`config.mk`:
```
export PLATFORM = sky130hd
export DESIGN_NAME = alu_cmd_issue
export DESIGN_NICKNAME = d
export VERILOG_FILES = /design/src/rtl/alu_pkg.sv /design/src/rtl/alu_cmd_fifo.sv /design/src/rtl/alu_cmd_issue.sv
export SDC_FILE = /design/constraint.sdc
export NUM_CORES = 1
export LEC_CHECK = 0
export ABC_AREA = 0
export BUFFER_PORTS_ARGS = -buffer_cell sky130_fd_sc_hd__buf_2
export CAP_MARGIN = 20
export CORE_MARGIN = 10
export CORE_UTILIZATION = 45
export CTS_CLUSTER_DIAMETER = 50
export DETAILED_ROUTE_END_ITERATION = 10
export PLACE_DENSITY = 0.79
export SYNTH_ARGS = -nofsm -noshare
export SYNTH_HDL_FRONTEND = slang
export SYNTH_SLANG_ARGS = --single-unit
```
`constraint.sdc`:
```
create_clock -name clk -period 6.2 [get_ports clk]
set_input_delay 0 -clock clk [delete_from_list [all_inputs] [get_ports clk]]
set_output_delay 0 -clock clk [all_outputs]
set_load 0.05 [all_outputs]
```
`src/rtl/alu_pkg.sv`:
```
// Shared ALU definitions used by the ALU and its command-issue stage.
package alu_pkg;

  localparam int alu_sel_width_gp        = 2;
  localparam int alu_done_count_width_gp = 16;

  typedef logic [alu_sel_width_gp-1:0] alu_sel_t;

endpackage

```
`src/rtl/alu_cmd_fifo.sv`:
```
// 1-read/1-write command FIFO: read/write pointers plus an occupancy counter.
// The head entry is read straight out of the storage array, so there is no
// read latency and no flow-through from the write port.
module alu_cmd_fifo
  import alu_pkg::*;
#(
  parameter int width_p = 10,
  parameter int els_p   = 4
) (
  input  logic               clk,
  input  logic               reset,
  input  logic               push,
  input  logic [width_p-1:0] data_in,
  input  logic               pop,
  output logic [width_p-1:0] data_head,
  output logic               full,
  output logic               empty
);

  localparam int ptr_w = (els_p > 1) ? $clog2(els_p) : 1;
  localparam int cnt_w = $clog2(els_p + 1);

  logic [width_p-1:0] mem [els_p];
  logic [ptr_w-1:0]   wptr;
  logic [ptr_w-1:0]   rptr;
  logic [cnt_w-1:0]   count;

  assign full      = (count == cnt_w'(els_p));
  assign empty     = (count == '0);
  assign data_head = mem[rptr];

  // Storage write; contents need no reset because occupancy gates every read.
  always_ff @(posedge clk) begin
    if (push) begin
      mem[wptr] <= data_in;
    end
  end

  // Pointers wrap naturally since els_p is a power of two.
  always_ff @(posedge clk) begin
    if (reset) begin
      wptr  <= '0;
      rptr  <= '0;
      count <= '0;
    end else begin
      if (push) wptr <= wptr + ptr_w'(1);
      if (pop)  rptr <= rptr + ptr_w'(1);
      case ({push, pop})
        2'b10:   count <= count + cnt_w'(1);
        2'b01:   count <= count - cnt_w'(1);
        default: count <= count;
      endcase
    end
  end

endmodule

```
`src/rtl/alu_cmd_issue.sv`:
```
// Command-issue stage in front of the combinational ALU: buffers commands,
// drives the ALU from the FIFO head, and registers the ALU result behind a
// valid/ready handshake. FIFO read, ALU and capture share one cycle.
module alu_cmd_issue
  import alu_pkg::*;
#(
  parameter int width_p = 4,
  parameter int els_p   = 4
) (
  input  logic                               clk,
  input  logic                               reset,
  input  logic                               cmd_v_i,
  input  logic [1:0]                         cmd_sel_i,
  input  logic [width_p-1:0]                 cmd_a_i,
  input  logic [width_p-1:0]                 cmd_b_i,
  output logic                               cmd_ready_o,
  output logic [1:0]                         alu_sel_o,
  output logic [width_p-1:0]                 alu_a_o,
  output logic [width_p-1:0]                 alu_b_o,
  input  logic [width_p-1:0]                 alu_res_i,
  output logic                               res_v_o,
  output logic [width_p-1:0]                 res_o,
  output logic [1:0]                         res_sel_o,
  input  logic                               res_ready_i,
  output logic [alu_done_count_width_gp-1:0] done_count_o
);

  localparam int entry_w = alu_sel_width_gp + 2 * width_p;

  logic [entry_w-1:0] cmd_entry;
  logic [entry_w-1:0] head;
  logic               full;
  logic               empty;
  logic               push;
  logic               issue;
  logic               handoff;
  alu_sel_t           head_sel;
  logic [width_p-1:0] head_a;
  logic [width_p-1:0] head_b;

  assign cmd_entry   = {cmd_sel_i, cmd_a_i, cmd_b_i};
  assign cmd_ready_o = ~full & ~reset;
  assign push        = cmd_v_i & cmd_ready_o;
  assign issue       = ~empty & (~res_v_o | res_ready_i);
  assign handoff     = res_v_o & res_ready_i;

  alu_cmd_fifo #(
    .width_p (entry_w),
    .els_p   (els_p)
  ) cmd_fifo (
    .clk       (clk),
    .reset     (reset),
    .push      (push),
    .data_in   (cmd_entry),
    .pop       (issue),
    .data_head (head),
    .full      (full),
    .empty     (empty)
  );

  // Split the head entry and hold the ALU inputs at zero while nothing is queued.
  always_comb begin
    head_sel  = head[entry_w-1 -: alu_sel_width_gp];
    head_a    = head[2*width_p-1 -: width_p];
    head_b    = head[width_p-1:0];
    alu_sel_o = '0;
    alu_a_o   = '0;
    alu_b_o   = '0;
    if (!empty) begin
      alu_sel_o = head_sel;
      alu_a_o   = head_a;
      alu_b_o   = head_b;
    end
  end

  // Result register: capture on issue, otherwise drop valid after a handoff.
  always_ff @(posedge clk) begin
    if (reset) begin
      res_v_o   <= 1'b0;
      res_o     <= '0;
      res_sel_o <= '0;
    end else if (issue) begin
      res_v_o   <= 1'b1;
      res_o     <= alu_res_i;
      res_sel_o <= head_sel;
    end else if (handoff) begin
      res_v_o   <= 1'b0;
    end
  end

  // Count completed handoffs; wraps at the counter width.
  always_ff @(posedge clk) begin
    if (reset) begin
      done_count_o <= '0;
    end else if (handoff) begin
      done_count_o <= done_count_o + alu_done_count_width_gp'(1);
    end
  end

endmodule

```
# Word level (Yosys, flattened, before mapping)
# Memories as Yosys holds them, arrays and structs flattened. A register that Yosys moved wholly into a read port is not among the register bits.
# Cells that the tools add are included.
[totals]
regBits = 30
ram_bits = 40
input_bits = 18
output_inout_bits = 34
word_cells = 38
n_memories = 1
[memory_table]
columns = ["name", "words", "word_bits", "rd", "rd_ports_with_merged_regs", "write_ports", "line_no", "rtl"]
rows = [
  ["cmd_fifo.mem", 4, 10, 1, 1, 1, "alu_cmd_fifo.sv:23", "logic [width_p-1:0] mem [els_p];"],
]
[classes]
n_addsub = 5
eq_ne = 3
mux = 10
bitwise_logic = 9
reduce_logical = 3
[op_table]
columns = ["cell", "n"]
rows = [
  ["16-bit by 1-bit adder with 16-bit output, second input constant", 1],
  ["4-bit two-way mux", 2],
  ["2-bit two-way mux", 3],
  ["3-bit one-hot mux with 2 select lines", 1],
  ["2-bit by 1-bit adder with 2-bit output, second input constant", 2],
  ["1-bit bitwise AND", 4],
  ["1-bit two-way mux", 4],
  ["1-bit NOT", 4],
  ["2-bit nonzero test", 2],
  ["3-bit by 1-bit adder with 3-bit output, second input constant", 1],
  ["3-bit equality test, second input constant", 1],
  ["3-bit zero test", 1],
  ["3-bit by 1-bit subtractor with 3-bit output, second input constant", 1],
  ["2-bit by 1-bit equality test with 1-bit output, second input constant", 1],
  ["2-bit equality test, second input constant", 1],
  ["1-bit bitwise OR", 1],
]

# Logic depth before layout (Yosys ltp)
# Gate-level depths: netlist of the first run.
[logic_depth]
depth_word = 6
depth_mapped = 9
mapped_depth_nobuf = 9

# Cells and area by module
# Synthesis of the first run repeated with hierarchy kept, for this count alone.
[hier_totals]
hier_cells = 217
area_unflattened_um2 = 2911.5
[modules_own_cells]
columns = ["mod", "n_inst", "cells_per_inst", "area_per_inst_um2", "seq_area_each_um2"]
rows = [
  ["alu_cmd_fifo", 1, 99, 1876.8, 1381.3],
  ["alu_cmd_issue", 1, 118, 1034.7, 460.4],
]

# Worst setup path after synthesis of the first run
# OpenSTA, ideal clock, no wires.
[synth_timing]
path_type = "reg2reg"
start = "register res_v_o"
end = "register cmd_fifo.count[2]"
setup_time_ns = 0.070
arrival_ns = 2.323
required_ns = 6.130
setup_slack_ns = 3.807
path_stages_with_launch = 10
n_path_buf = 1
synth_period_minus_slack_ns = 2.393
cell_sequence = "dfxtp_1 or2b_1 nor2b_1 buf_2 ha_1 inv_1 fa_1 xor2_1 or3_1 a21oi_1"
[synth_via]
elab_chain_len = 5
elab_cells_between_ends = 7
classes_between = "eq/ne (2); mux (1); bitwise (3); reduce/logical (1)"
[synth_lines]
columns = ["element", "line_no", "rtl"]
rows = [
  ["from (decl)", "alu_cmd_issue.sv:21", "output logic res_v_o,"],
  ["from (signal assigned)", "alu_cmd_issue.sv:79", "res_v_o <= 1'b0;"],
  ["from (signal assigned)", "alu_cmd_issue.sv:83", "res_v_o <= 1'b1;"],
  ["from (signal assigned)", "alu_cmd_issue.sv:87", "res_v_o <= 1'b0;"],
  ["1-bit NOT (*)", "alu_cmd_issue.sv:44", "assign issue = ~empty & (~res_v_o | res_ready_i);"],
  ["1-bit bitwise OR (*)", "alu_cmd_issue.sv:44", ""],
  ["1-bit bitwise AND (*)", "alu_cmd_issue.sv:44", ""],
  ["net cmd_fifo.pop", "alu_cmd_fifo.sv:14", "input logic pop,"],
  ["2-bit by 1-bit equality test with 1-bit output / 2-bit equality test (equally long branches)", "alu_cmd_fifo.sv:48", "case ({push, pop})"],
  ["3-bit one-hot mux with 2 select lines / 2-bit nonzero test (equally long branches)", "--", ""],
  ["to (signal assigned)", "alu_cmd_fifo.sv:49", "2'b10: count <= count + cnt_w'(1);"],
  ["to (signal assigned)", "alu_cmd_fifo.sv:50", "2'b01: count <= count - cnt_w'(1);"],
  ["to (signal assigned)", "alu_cmd_fifo.sv:51", "default: count <= count;"],
  ["to (decl)", "alu_cmd_fifo.sv:26", "logic [cnt_w-1:0] count;"],
]
# The timed path passes the listed nets; every way through them passes the cells marked *.
# A chain may end at the register's enable or synchronous reset.

# Final worst setup path of the first run
[layout_timing]
start = "register cmd_fifo.count[2]"
end = "register cmd_fifo.count[2]"
[layout_via]
elab_chain_len = 6
elab_cells_between_ends = 13
classes_between = "add/sub (2); eq/ne (3); mux (1); bitwise (5); reduce/logical (2)"
[layout_lines]
columns = ["element", "line_no", "rtl"]
rows = [
  ["3-bit equality test", "alu_cmd_fifo.sv:28", "assign full = (count == cnt_w'(els_p));"],
  ["1-bit NOT", "alu_cmd_issue.sv:42", "assign cmd_ready_o = ~full & ~reset;"],
  ["1-bit bitwise AND", "alu_cmd_issue.sv:42", ""],
  ["1-bit bitwise AND", "alu_cmd_issue.sv:43", "assign push = cmd_v_i & cmd_ready_o;"],
  ["2-bit by 1-bit equality test with 1-bit output / 2-bit equality test (equally long branches)", "alu_cmd_fifo.sv:48", ""],
  ["3-bit one-hot mux with 2 select lines / 2-bit nonzero test (equally long branches)", "--", ""],
]
# Parallel ways exist; a longest one is shown, timed or not.

==> impl_metrics.env, run 1 <==
export IMPL_drt_iter0_markers=95
export IMPL_grt_first_pass_wirelength_mm=9.07
export IMPL_avgViaCountPerCell=5.12
export IMPL_yosys_area_share_simple_pct=13.8
export IMPL_post_synth_cell_area_avg_um2=13.3
export IMPL_yosysWarnings=0
export IMPL_period_minus_slack_ps=2880
export IMPL_die_y_um=101
export IMPL_post_dp_hpwl_mm=3.86
export IMPL_n_antenna_cell=0
export IMPL_overflow=0
export IMPL_antenna_found_initial=0
export IMPL_synth_compound_area_share_pct=3.00
export IMPL_p_sw_share_pct=38.7
export IMPL_maxSlewViolCount=0
export IMPL_tightest_slew_ps=871
export IMPL_core_um2=6310
export IMPL_postCtsSetupRepairBufs=0
export IMPL_layout_setup_ws_ps=3320
export IMPL_port_buffers=51
export IMPL_dp_cells=340
export IMPL_fin_setup_tns_ps=0
export IMPL_hold_end="cmd_fifo.wptr[1]"
export IMPL_max_cap_violations=0
export IMPL_drtPass1Iterations=4
export IMPL_synth_mux_area_share_pct=9.77
export IMPL_hold_path_class="input port to flop"
export IMPL_ys_seq_area_share_pct=63.1
export IMPL_hp_start="cmd_v_i"
export IMPL_outcome="complete, no violations"
export IMPL_finalHoldViolations=0
export IMPL_ys_types=33
export IMPL_drc=0
export IMPL_fillers=521
export IMPL_fin_nets=314
export IMPL_yosysMostFrequentCell="edfxtp_1"
export IMPL_initial_core_util_pct=46.2
export IMPL_yosys_area_top_type="edfxtp_1"
export IMPL_ys_ff_latch=72
export IMPL_seq_area_um2=1840
export IMPL_cts_made_buffers=9
export IMPL_dieWidth_um=101
export IMPL_cts_root_buffer="clkbuf_8"
export IMPL_timing_hold_ws_ps=117
export IMPL_synth_xor_area_share_pct=4.80
export IMPL_path_class="flop to flop"
export IMPL_drive_gt1_share_pct=28.2
export IMPL_regToRegEndpoint="cmd_fifo.count[2]"
export IMPL_postRouteWirelength_mm=5.64
export IMPL_ant_nets=0
export IMPL_cts_hold_fix_buffers=15
export IMPL_start_kind="flop"
export IMPL_ir_worst_vdd_uv=195
export IMPL_power_frac_seq_pct=40.1
export IMPL_htreeDepth=3
export IMPL_grt_max_degree=34
export IMPL_fin_worst_skew_ps=8.84
export IMPL_synth_area_um2=2920
export IMPL_syn_to_final_growth_pct=22.9
export IMPL_slew_headroom_pct=41.8
export IMPL_synth_fa_ha_area_share_pct=3.26
export IMPL_worstPathRequired_ps=6460
export IMPL_synth_area_leaders="edfxtp_1 (41%), dfxtp_1 (22%), mux4_2 (7.7%)"
export IMPL_dp_slack_ps=3340
export IMPL_combPwrFrac_pct=36.0
export IMPL_routedWlPerCell_um=15.2
export IMPL_regToRegSetupSlack_ps=3320
export IMPL_clk_pin_slew_ps=70
export IMPL_power_density_nw_per_um2=420
export IMPL_io_pins=52
export IMPL_cts_tree="yes"
export IMPL_min_path_cells=5
export IMPL_reg2reg_depth=9
export IMPL_p_clk_share_pct=23.9
export IMPL_power_leakage_nw=1.36
export IMPL_post_route_period_util_pct=46.5
export IMPL_row_count=29
export IMPL_syn_nets=245
export IMPL_internal_power_w=0.000925
export IMPL_vias=1901
export IMPL_grt_setup_unrepaired="false"
export IMPL_cts_sinks=72
export IMPL_cp_arrival_ps=3150
export IMPL_dpl_instance_area_um2=3240
export IMPL_dieArea_um2=10100
export IMPL_max_freq_ghz=0.347
export IMPL_grt_pass1_vias=1863
export IMPL_synth_flop_cell="edfxtp_1"
export IMPL_stdcell_count=371
export IMPL_post_synth_top_area_fraction_pct=41.1
export IMPL_p_sw_w=0.000583
export IMPL_worstSetupEndpointType="flop"
export IMPL_setup_violations=0
export IMPL_path_max_fanout=13
export IMPL_syn_inst=220
export IMPL_synth_common_cells="edfxtp_1 (40), dfxtp_1 (32), nor2_1 (25)"
export IMPL_clk_path_buf_depth=2
export IMPL_ctsResizeCount=0
export IMPL_synth_top_family_by_area="simple AND/OR/NAND/NOR gates"
export IMPL_r2r_start="cmd_fifo.count[2]"
export IMPL_synth_edf_count=40
export IMPL_fin_area_um2=3590
export IMPL_ys_async_sr_fraction_pct=0
export IMPL_clk_insertion_delay_late_ps=340
export IMPL_routabilityCongestion=0.784
export IMPL_multi_input_area_um2=1010
export IMPL_grt_use_total_pct=11.4
## logic make-up (layout without fill, tap and decap cells)
logic type | after synthesis | count (layout)
compound gates | 16 | 16
simple gates | 76 | 76
buf+inv | 17 | 91
mux | 16 | 16
xor+xnor | 16 | 16
flops | 72 | 72
fa+ha+maj | 7 | 7
## routing by layer
metal  track usage (%)  vias up  part of all wire, %
met1              13.3      915                   43
met3              3.98        9                  5.2
li1                  -      930                    -
met5                 0        -                    0
met4              5.98        0                  1.9
met2              18.2       47                   49
## critical path, cell delays in order, from the launching register on
cell and delay [ps]:
dfxtp_1 410, nor3_1 80, buf_4 180, nor2b_1 690, ha_1 320, inv_1 70, fa_1 430, xor2_1 160
or3_1 320, a21oi_1 150
## cell usage in the layout, fill, tap and decap left out, types with 4 or more instances in the layout
cell	n
dlygate4sd3_1	15
nand3_1	6
nand2_1	9
mux2i_1	6
inv_1	8
xor2_1	8
nor2_1	25
xnor2_1	8
nor3_1	4
o21ai_0	4
buf_2	51
mux4_2	10
dfxtp_1	32
ha_1	6
and2_1	4
nor2b_1	11
edfxtp_1	40
clkbuf_8	9
a21oi_1	9
## cell type report
cell class              count  share of cell area (%)
clock inverters             7                    1.99
repair buffers             67                    11.5
well taps                  77                    2.69
flip-flops and latches     72                    51.3
multi-input cells         131                    28.2
inverters                   8                   0.837
clock buffers               9                    3.45
## power by group through the flow
| stage | registers, W | clock network, W | logic, W |
|---|---|---|---|
| 2_1_floorplan | 0.000644 | 0 | 0.000390 |
| 3_3_place_gp | 0.000614 | 0 | 0.000528 |
| 3_5_place_dp | 0.000616 | 0 | 0.000539 |
| 4_1_cts | 0.000605 | 0.000368 | 0.000549 |
| 5_1_grt | 0.000613 | 0.000388 | 0.000582 |
| 6_report | 0.000604 | 0.000360 | 0.000543 |
## flip-flops by register name (all words and copies together), names as in the netlist, named ones only
register        flops
res_v_o             1
res_sel_o           2
cmd_fifo.count      3
cmd_fifo.wptr       2
done_count_o       16
cmd_fifo.mem       40
res_o               4
cmd_fifo.rptr       2
## stage by stage
step	power (W)	utilization (%)
final	0.00151	56.8
after global routing	0.00158	56.8
after CTS	0.00152	56.8
after detailed placement	0.00116	51.3
after global placement	0.00114	51.3
after floorplan	0.00103	-
## worst max-delay path by stage
stage	from	endpoint	slack, ps	depth (start not counted)
final	cmd_fifo.count[2]	cmd_fifo.count[2]	3320	9
after global routing	cmd_fifo.count[2]	cmd_fifo.count[2]	3160	9
after CTS	cmd_fifo.count[2]	cmd_fifo.count[2]	3290	9
after detailed placement	cmd_fifo.count[2]	cmd_fifo.count[2]	3340	9
after global placement	cmd_fifo.count[2]	cmd_fifo.count[2]	3460	9
after floorplan	res_v_o	cmd_fifo.count[2]	3810	9
Note: power is estimated with default switching activity, not from simulation.
==> run 2: changes to the inputs <==
--- a/config.mk
+++ b/config.mk
@@ -12,7 +12,7 @@
 export CORE_UTILIZATION = 45
 export CTS_CLUSTER_DIAMETER = 50
 export DETAILED_ROUTE_END_ITERATION = 10
-export PLACE_DENSITY = 0.79
+export PLACE_DENSITY = 0.81
 export SYNTH_ARGS = -nofsm -noshare
 export SYNTH_HDL_FRONTEND = slang
 export SYNTH_SLANG_ARGS = --single-unit
==> constraint.sdc (replaced) <==
create_clock -name clk -period 2.6 [get_ports clk]
set_input_delay 0 -clock clk [delete_from_list [all_inputs] [get_ports clk]]
set_output_delay 0 -clock clk [all_outputs]
set_load 0.05 [all_outputs]
==> impl_metrics.env, run 2 (same netlist as run 1, synthesis figures left out) <==
export IMPL_grt_first_pass_wirelength_mm=9.58
export IMPL_drc=0
export IMPL_crit_end="cmd_fifo.count[2]"
export IMPL_dieWidth_um=101
export IMPL_power_leakage_nw=1.36
export IMPL_avgViaCountPerCell=5.15
export IMPL_cts_root_buffer="clkbuf_8"
export IMPL_regToRegSetupSlack_ps=440
export IMPL_vias=1925
export IMPL_largest_reg_flops=40
export IMPL_post_dp_hpwl_mm=3.92
export IMPL_ant_nets=0
export IMPL_row_count=29
export IMPL_slew_headroom_pct=55.1
export IMPL_mostFrequentLayoutCells="buf_2 (51), edfxtp_1 (40), dfxtp_1 (32)"
export IMPL_core_um2=6310
export IMPL_drtPass1Iterations=4
export IMPL_tightest_slew_ps=672
export IMPL_regToRegEndpoint="cmd_fifo.count[2]"
export IMPL_io_pins=52
export IMPL_routedWlPerCell_um=15.6
export IMPL_cts_sinks=72
export IMPL_power_density_nw_per_um2=986
export IMPL_dieArea_um2=10100
export IMPL_max_freq_ghz=0.463
export IMPL_cts_tree="yes"
export IMPL_hold_path_class="input port to flop"
export IMPL_layout_commonest_cell="buf_2"
export IMPL_r2r_start="res_v_o"
export IMPL_max_cap_violations=0
export IMPL_syn_to_final_growth_pct=23.1
export IMPL_fin_worst_skew_ps=6.02
export IMPL_ir_worst_vdd_uv=634
export IMPL_postRouteWirelength_mm=5.84
export IMPL_crit_start="res_v_o"
export IMPL_overflow=0
export IMPL_clk_path_buf_depth=2
export IMPL_grt_setup_unrepaired="false"
export IMPL_routabilityCongestion=0.768
export IMPL_path_class="flop to flop"
export IMPL_drt_iter0_markers=120
export IMPL_die_y_um=101
export IMPL_start_kind="flop"
export IMPL_worstSetupEndpointType="flop"
export IMPL_clk_insertion_delay_late_ps=340
export IMPL_path_max_fanout=8
export IMPL_clk_pin_slew_ps=80
export IMPL_cts_made_buffers=9
export IMPL_grt_pass1_vias=1995
export IMPL_ctsResizeCount=0
export IMPL_fin_setup_tns_ps=0
export IMPL_setup_violations=0
export IMPL_antenna_found_initial=0
export IMPL_reg2reg_depth=8
export IMPL_fin_nets=317
export IMPL_n_antenna_cell=0
export IMPL_port_buffers=51
export IMPL_outcome="complete, no violations"
export IMPL_post_route_period_util_pct=83.0
export IMPL_finalHoldViolations=0
export IMPL_worstPathRequired_ps=2870
export IMPL_fillers=532
export IMPL_top_register="cmd_fifo.mem"
export IMPL_grt_use_total_pct=12.2
export IMPL_cp_arrival_ps=2430
export IMPL_initial_core_util_pct=46.2
export IMPL_power_w=0.00354
export IMPL_postCtsSetupRepairBufs=0
export IMPL_htreeDepth=3
export IMPL_maxSlewViolCount=0
export IMPL_grt_max_degree=33
export IMPL_drive_gt1_share_pct=29.3
export IMPL_period_minus_slack_ps=2160
export IMPL_top_regs="cmd_fifo.mem: 40 flops, done_count_o: 16 flops, res_o: 4 flops"
==> run 2: changes by cell type in the layout (fill, tap and decap cells not counted) <==
cell       previous run  this run
clkinv_1              1         0
buf_4                 1         4
clkinv_4              1         2
bufinv_16             1         0
inv_6                 1         2
==> run 2: repair_timing <==
item,in CTS,in global routing
endpoints found under the setup margin,0,0
hold buffers,15,0
hold endpoints to repair,45,0
==> run 2: how the worst min path moves through the flow <==
stage,from,end,slack [ps],depth (start not counted)
final,reset,cmd_fifo.wptr[1],130,5
after detailed placement,cmd_a_i[3],cmd_fifo.mem[2][7],220,1
after global routing,reset,cmd_fifo.wptr[1],150,5
after CTS,reset,cmd_fifo.wptr[1],110,5
after global placement,cmd_b_i[1],cmd_fifo.mem[2][1],210,1
after floorplan,cmd_b_i[0],cmd_fifo.mem[0][0],100,0
==> run 2: worst max-delay path: stages (launching register included) <==
cell	delay, ps
dfxtp_1	370
or2b_1	200
nor2b_1	180
ha_1	220
inv_1	80
fa_1	420
xor2_1	160
or3_1	320
a21oi_1	140
==> run 2: layout make-up <==
| class | instances | area [um2] | share of cell area [%] |
|---|---|---|---|
| repair buffers | 70 | 435 | 12.1 |
| inverters | 8 | 30.0 | 0.836 |
| clock buffers | 9 | 124 | 3.45 |
| flip-flops and latches | 72 | 1840 | 51.3 |
| clock inverters | 7 | 55.1 | 1.53 |
| multi-input cells | 131 | 1010 | 28.1 |
| well taps | 77 | 96.3 | 2.68 |
==> run 2: where the power goes <==
group	total, W	internal (W)	switching, W
clock network	0.000786	0.000354	0.000432
registers	0.00144	0.00132	0.000121
logic	0.00132	0.000461	0.000857
==> run 2: per-stage QoR <==
step,util (%),hold WS (ps),cells,setup WS [ps],cell area [um2]
floorplan,-,98.9,220,207,2920
global placement,51.7,214,343,551,3260
CTS,56.9,110,374,442,3590
detailed placement,51.7,218,343,481,3260
finish,56.9,126,374,442,3590
global route,56.9,150,374,251,3590
==> run 2: layer usage <==
layer / track usage [%] / vias to the layer above / routed length [um]
li1: - / 931 / -
met1: 13.3 / 943 / 2310
met2: 20.7 / 40 / 3140
met3: 3.16 / 11 / 249
met4: 7.61 / 0 / 142
met5: 0 / - / 0
==> run 3: changes to the inputs <==
--- a/config.mk
+++ b/config.mk
@@ -5,7 +5,7 @@
 export SDC_FILE = /design/constraint.sdc
 export NUM_CORES = 1
 export LEC_CHECK = 0
-export ABC_AREA = 0
+export ABC_AREA = 1
 export BUFFER_PORTS_ARGS = -buffer_cell sky130_fd_sc_hd__buf_2
 export CAP_MARGIN = 20
 export CORE_MARGIN = 10
==> constraint.sdc (replaced) <==
create_clock -name clk -period 1.9 [get_ports clk]
set_input_delay 0 -clock clk [delete_from_list [all_inputs] [get_ports clk]]
set_output_delay 0 -clock clk [all_outputs]
set_load 0.05 [all_outputs]
==> impl_metrics.env, run 3 <==
export IMPL_drc=0
export IMPL_routabilityCongestion=0.801
export IMPL_initial_core_util_pct=45.6
export IMPL_avgViaCountPerCell=4.89
export IMPL_worstPathRequired_ps=2120
export IMPL_tightest_slew_ps=413
export IMPL_clk_pin_slew_ps=70
export IMPL_hold_path_class="input port to flop"
export IMPL_power_leakage_nw=1.60
export IMPL_drive_gt1_share_pct=24.1
export IMPL_fin_worst_skew_ps=7.19
export IMPL_start_kind="flop"
export IMPL_overflow=0
export IMPL_top_regs="cmd_fifo.mem: 40 flops, done_count_o: 16 flops, res_o: 4 flops"
export IMPL_antenna_found_initial=0
export IMPL_ir_worst_vdd_uv=640
export IMPL_setup_violations=0
export IMPL_die_y_um=103
export IMPL_yosysMostFrequentCell="nor2_1"
export IMPL_grtUsageMet2_pct=22.5
export IMPL_top_register="cmd_fifo.mem"
export IMPL_fin_nets=430
export IMPL_drt_iter0_markers=115
export IMPL_fin_setup_tns_ps=0
export IMPL_layout_setup_ws_ps=64.7
export IMPL_max_freq_ghz=0.545
export IMPL_routedWlPerCell_um=14.0
export IMPL_post_route_period_util_pct=96.6
export IMPL_cts_made_buffers=9
export IMPL_max_cap_violations=0
export IMPL_outcome="complete, no violations"
export IMPL_synth_flop_cell="edfxtp_1"
export IMPL_ys_types=29
export IMPL_timing_hold_ws_ps=73.6
export IMPL_maxSlewViolCount=0
export IMPL_io_pins=52
export IMPL_slew_headroom_pct=72.4
export IMPL_largest_reg_flops=40
export IMPL_yosysWarnings=0
export IMPL_drtPass1Iterations=4
export IMPL_syn_to_final_growth_pct=24.5
export IMPL_htreeDepth=3
export IMPL_dieWidth_um=103
export IMPL_postRouteWirelength_mm=6.85
export IMPL_mostFrequentLayoutCells="nor2_1 (72), buf_2 (51), edfxtp_1 (40)"
export IMPL_port_buffers=51
export IMPL_clk_insertion_delay_late_ps=340
export IMPL_post_synth_cell_area_avg_um2=9.49
export IMPL_grt_use_met1_pct=15.2
export IMPL_dieArea_um2=10500
export IMPL_ant_nets=0
export IMPL_synth_area_um2=3060
export IMPL_n_antenna_cell=0
export IMPL_core_um2=6720
export IMPL_fillers=560
export IMPL_dp_slack_ps=-133
export IMPL_ys_seq_area_share_pct=60.1
export IMPL_path_max_fanout=3
export IMPL_path_class="flop to flop"
export IMPL_vias=2395
export IMPL_row_count=30
export IMPL_grt_pass1_vias=2371
export IMPL_grt_use_total_pct=13.4
export IMPL_ys_ff_latch=72
export IMPL_postLayoutCoreUtil_pct=56.8
export IMPL_grt_first_pass_wirelength_mm=11.0
export IMPL_cp_arrival_ps=2060
export IMPL_synth_common_cells="nor2_1 (72), edfxtp_1 (40), inv_1 (37)"
export IMPL_finalHoldViolations=0
export IMPL_grtUsageMet3_pct=3.49
export IMPL_cts_sinks=72
export IMPL_fin_area_um2=3810
export IMPL_cts_tree="yes"
export IMPL_synth_edf_count=40
export IMPL_post_synth_top_area_fraction_pct=39.2
export IMPL_yosys_area_top_type="edfxtp_1"
export IMPL_clk_path_buf_depth=2
export IMPL_grt_max_degree=26
export IMPL_dpl_instance_area_um2=3470
export IMPL_post_dp_hpwl_mm=4.83
export IMPL_cts_root_buffer="clkbuf_8"
export IMPL_power_density_nw_per_um2=1440
export IMPL_layout_commonest_cell="nor2_1"
export IMPL_syn_inst=323
export IMPL_synth_area_leaders="edfxtp_1 (39%), dfxtp_1 (21%), nor2_1 (8.8%)"
export IMPL_postCtsSetupRepairBufs=0
export IMPL_grt_busiest_layer="met2"
export IMPL_syn_nets=348
export IMPL_period_minus_slack_ps=1840
export IMPL_worstSetupEndpointType="flop"
export IMPL_ys_async_sr_fraction_pct=0
[run 3: cell types whose count changed in the layout (fill, tap and decap cells not counted), moves of 5 or more]
cell	before	now
a21oi_1	9	24
buf_4	4	13
inv_1	8	36
mux2i_1	6	0
mux4_2	10	0
nand2_1	9	28
nor2_1	25	72
nor2_2	0	5
nor2b_1	11	0
o21ai_0	4	34
o21ai_1	0	6
xnor2_1	8	0
xor2_1	8	2
[run 3: worst paths after layout]
kind                        to  slack [ps]         startpoint  cells after the start
max          cmd_fifo.count[2]          60  cmd_fifo.count[2]                     11
min                    res_v_o          70        res_ready_i                      6
max reg2reg  cmd_fifo.count[2]          60  cmd_fifo.count[2]                     11
min reg2reg               flop         470   cmd_fifo.rptr[1]                      2
[run 3: final cells by class]
type,instances,area (um2),area share [%]
Sequential cell,72,1850,48.5
Multi-Input combinational cell,203,1030,27.1
Timing Repair Buffer,79,503,13.2
Inverter,40,150,3.94
Clock buffer,11,131,3.44
Tap cell,80,100,2.62
Clock inverter,5,47.5,1.25
[run 3: worst max-delay path, cell delays in order (launching register included)]
cell and delay, ps:
dfxtp_2 350, inv_1 80, nand3_2 80, nand2_2 60
inv_2 60, ha_1 140, inv_1 90, fa_2 410
a21oi_2 130, o21ai_1 110, o21ai_1 140, a21oi_1 60
[run 3: timing repair]
item	in CTS	in global routing
pin swaps	1	0
gates resized for setup	5	4
gates cloned	0	0
endpoints found under the hold margin	49	0
hold buffers	15	0
setup endpoints to repair	1	7
[run 3: through the flow]
stage / power [W] / instances
6_report: 0.00548 / 490
5_1_grt: 0.00575 / 490
4_1_cts: 0.00549 / 490
3_5_place_dp: 0.00432 / 459
3_3_place_gp: 0.00423 / 459
2_1_floorplan: 0.00369 / 323
[run 3: report_power, final]
part / leakage [nW] / internal (W) / switching [W] / total, W
combinational: 0.887 / 0.000638 / 0.00177 / 0.00241
sequential: 0.626 / 0.00183 / 0.000110 / 0.00194
clock: 0.0922 / 0.000594 / 0.000525 / 0.00112
total: 1.60 / 0.00307 / 0.00241 / 0.00548
[run 3: routing by layer]
metal,vias to the layer above,wire length [um]
met2,55,3380
met5,-,0
met1,1098,2840
li1,1227,-
met4,0,212
met3,15,417
[run 3: cell families (layout without fill, tap and decap cells)]
| group | after synthesis | after routing | synth area share, % |
|---|---|---|---|
| xor+xnor | 2 | 2 | 0.572 |
| simple gates | 126 | 126 | 18.3 |
| buf+inv | 48 | 135 | 6.57 |
| compound gates | 68 | 68 | 11.3 |
| flops | 72 | 72 | 60.1 |
| fa+ha+maj | 7 | 7 | 3.10 |
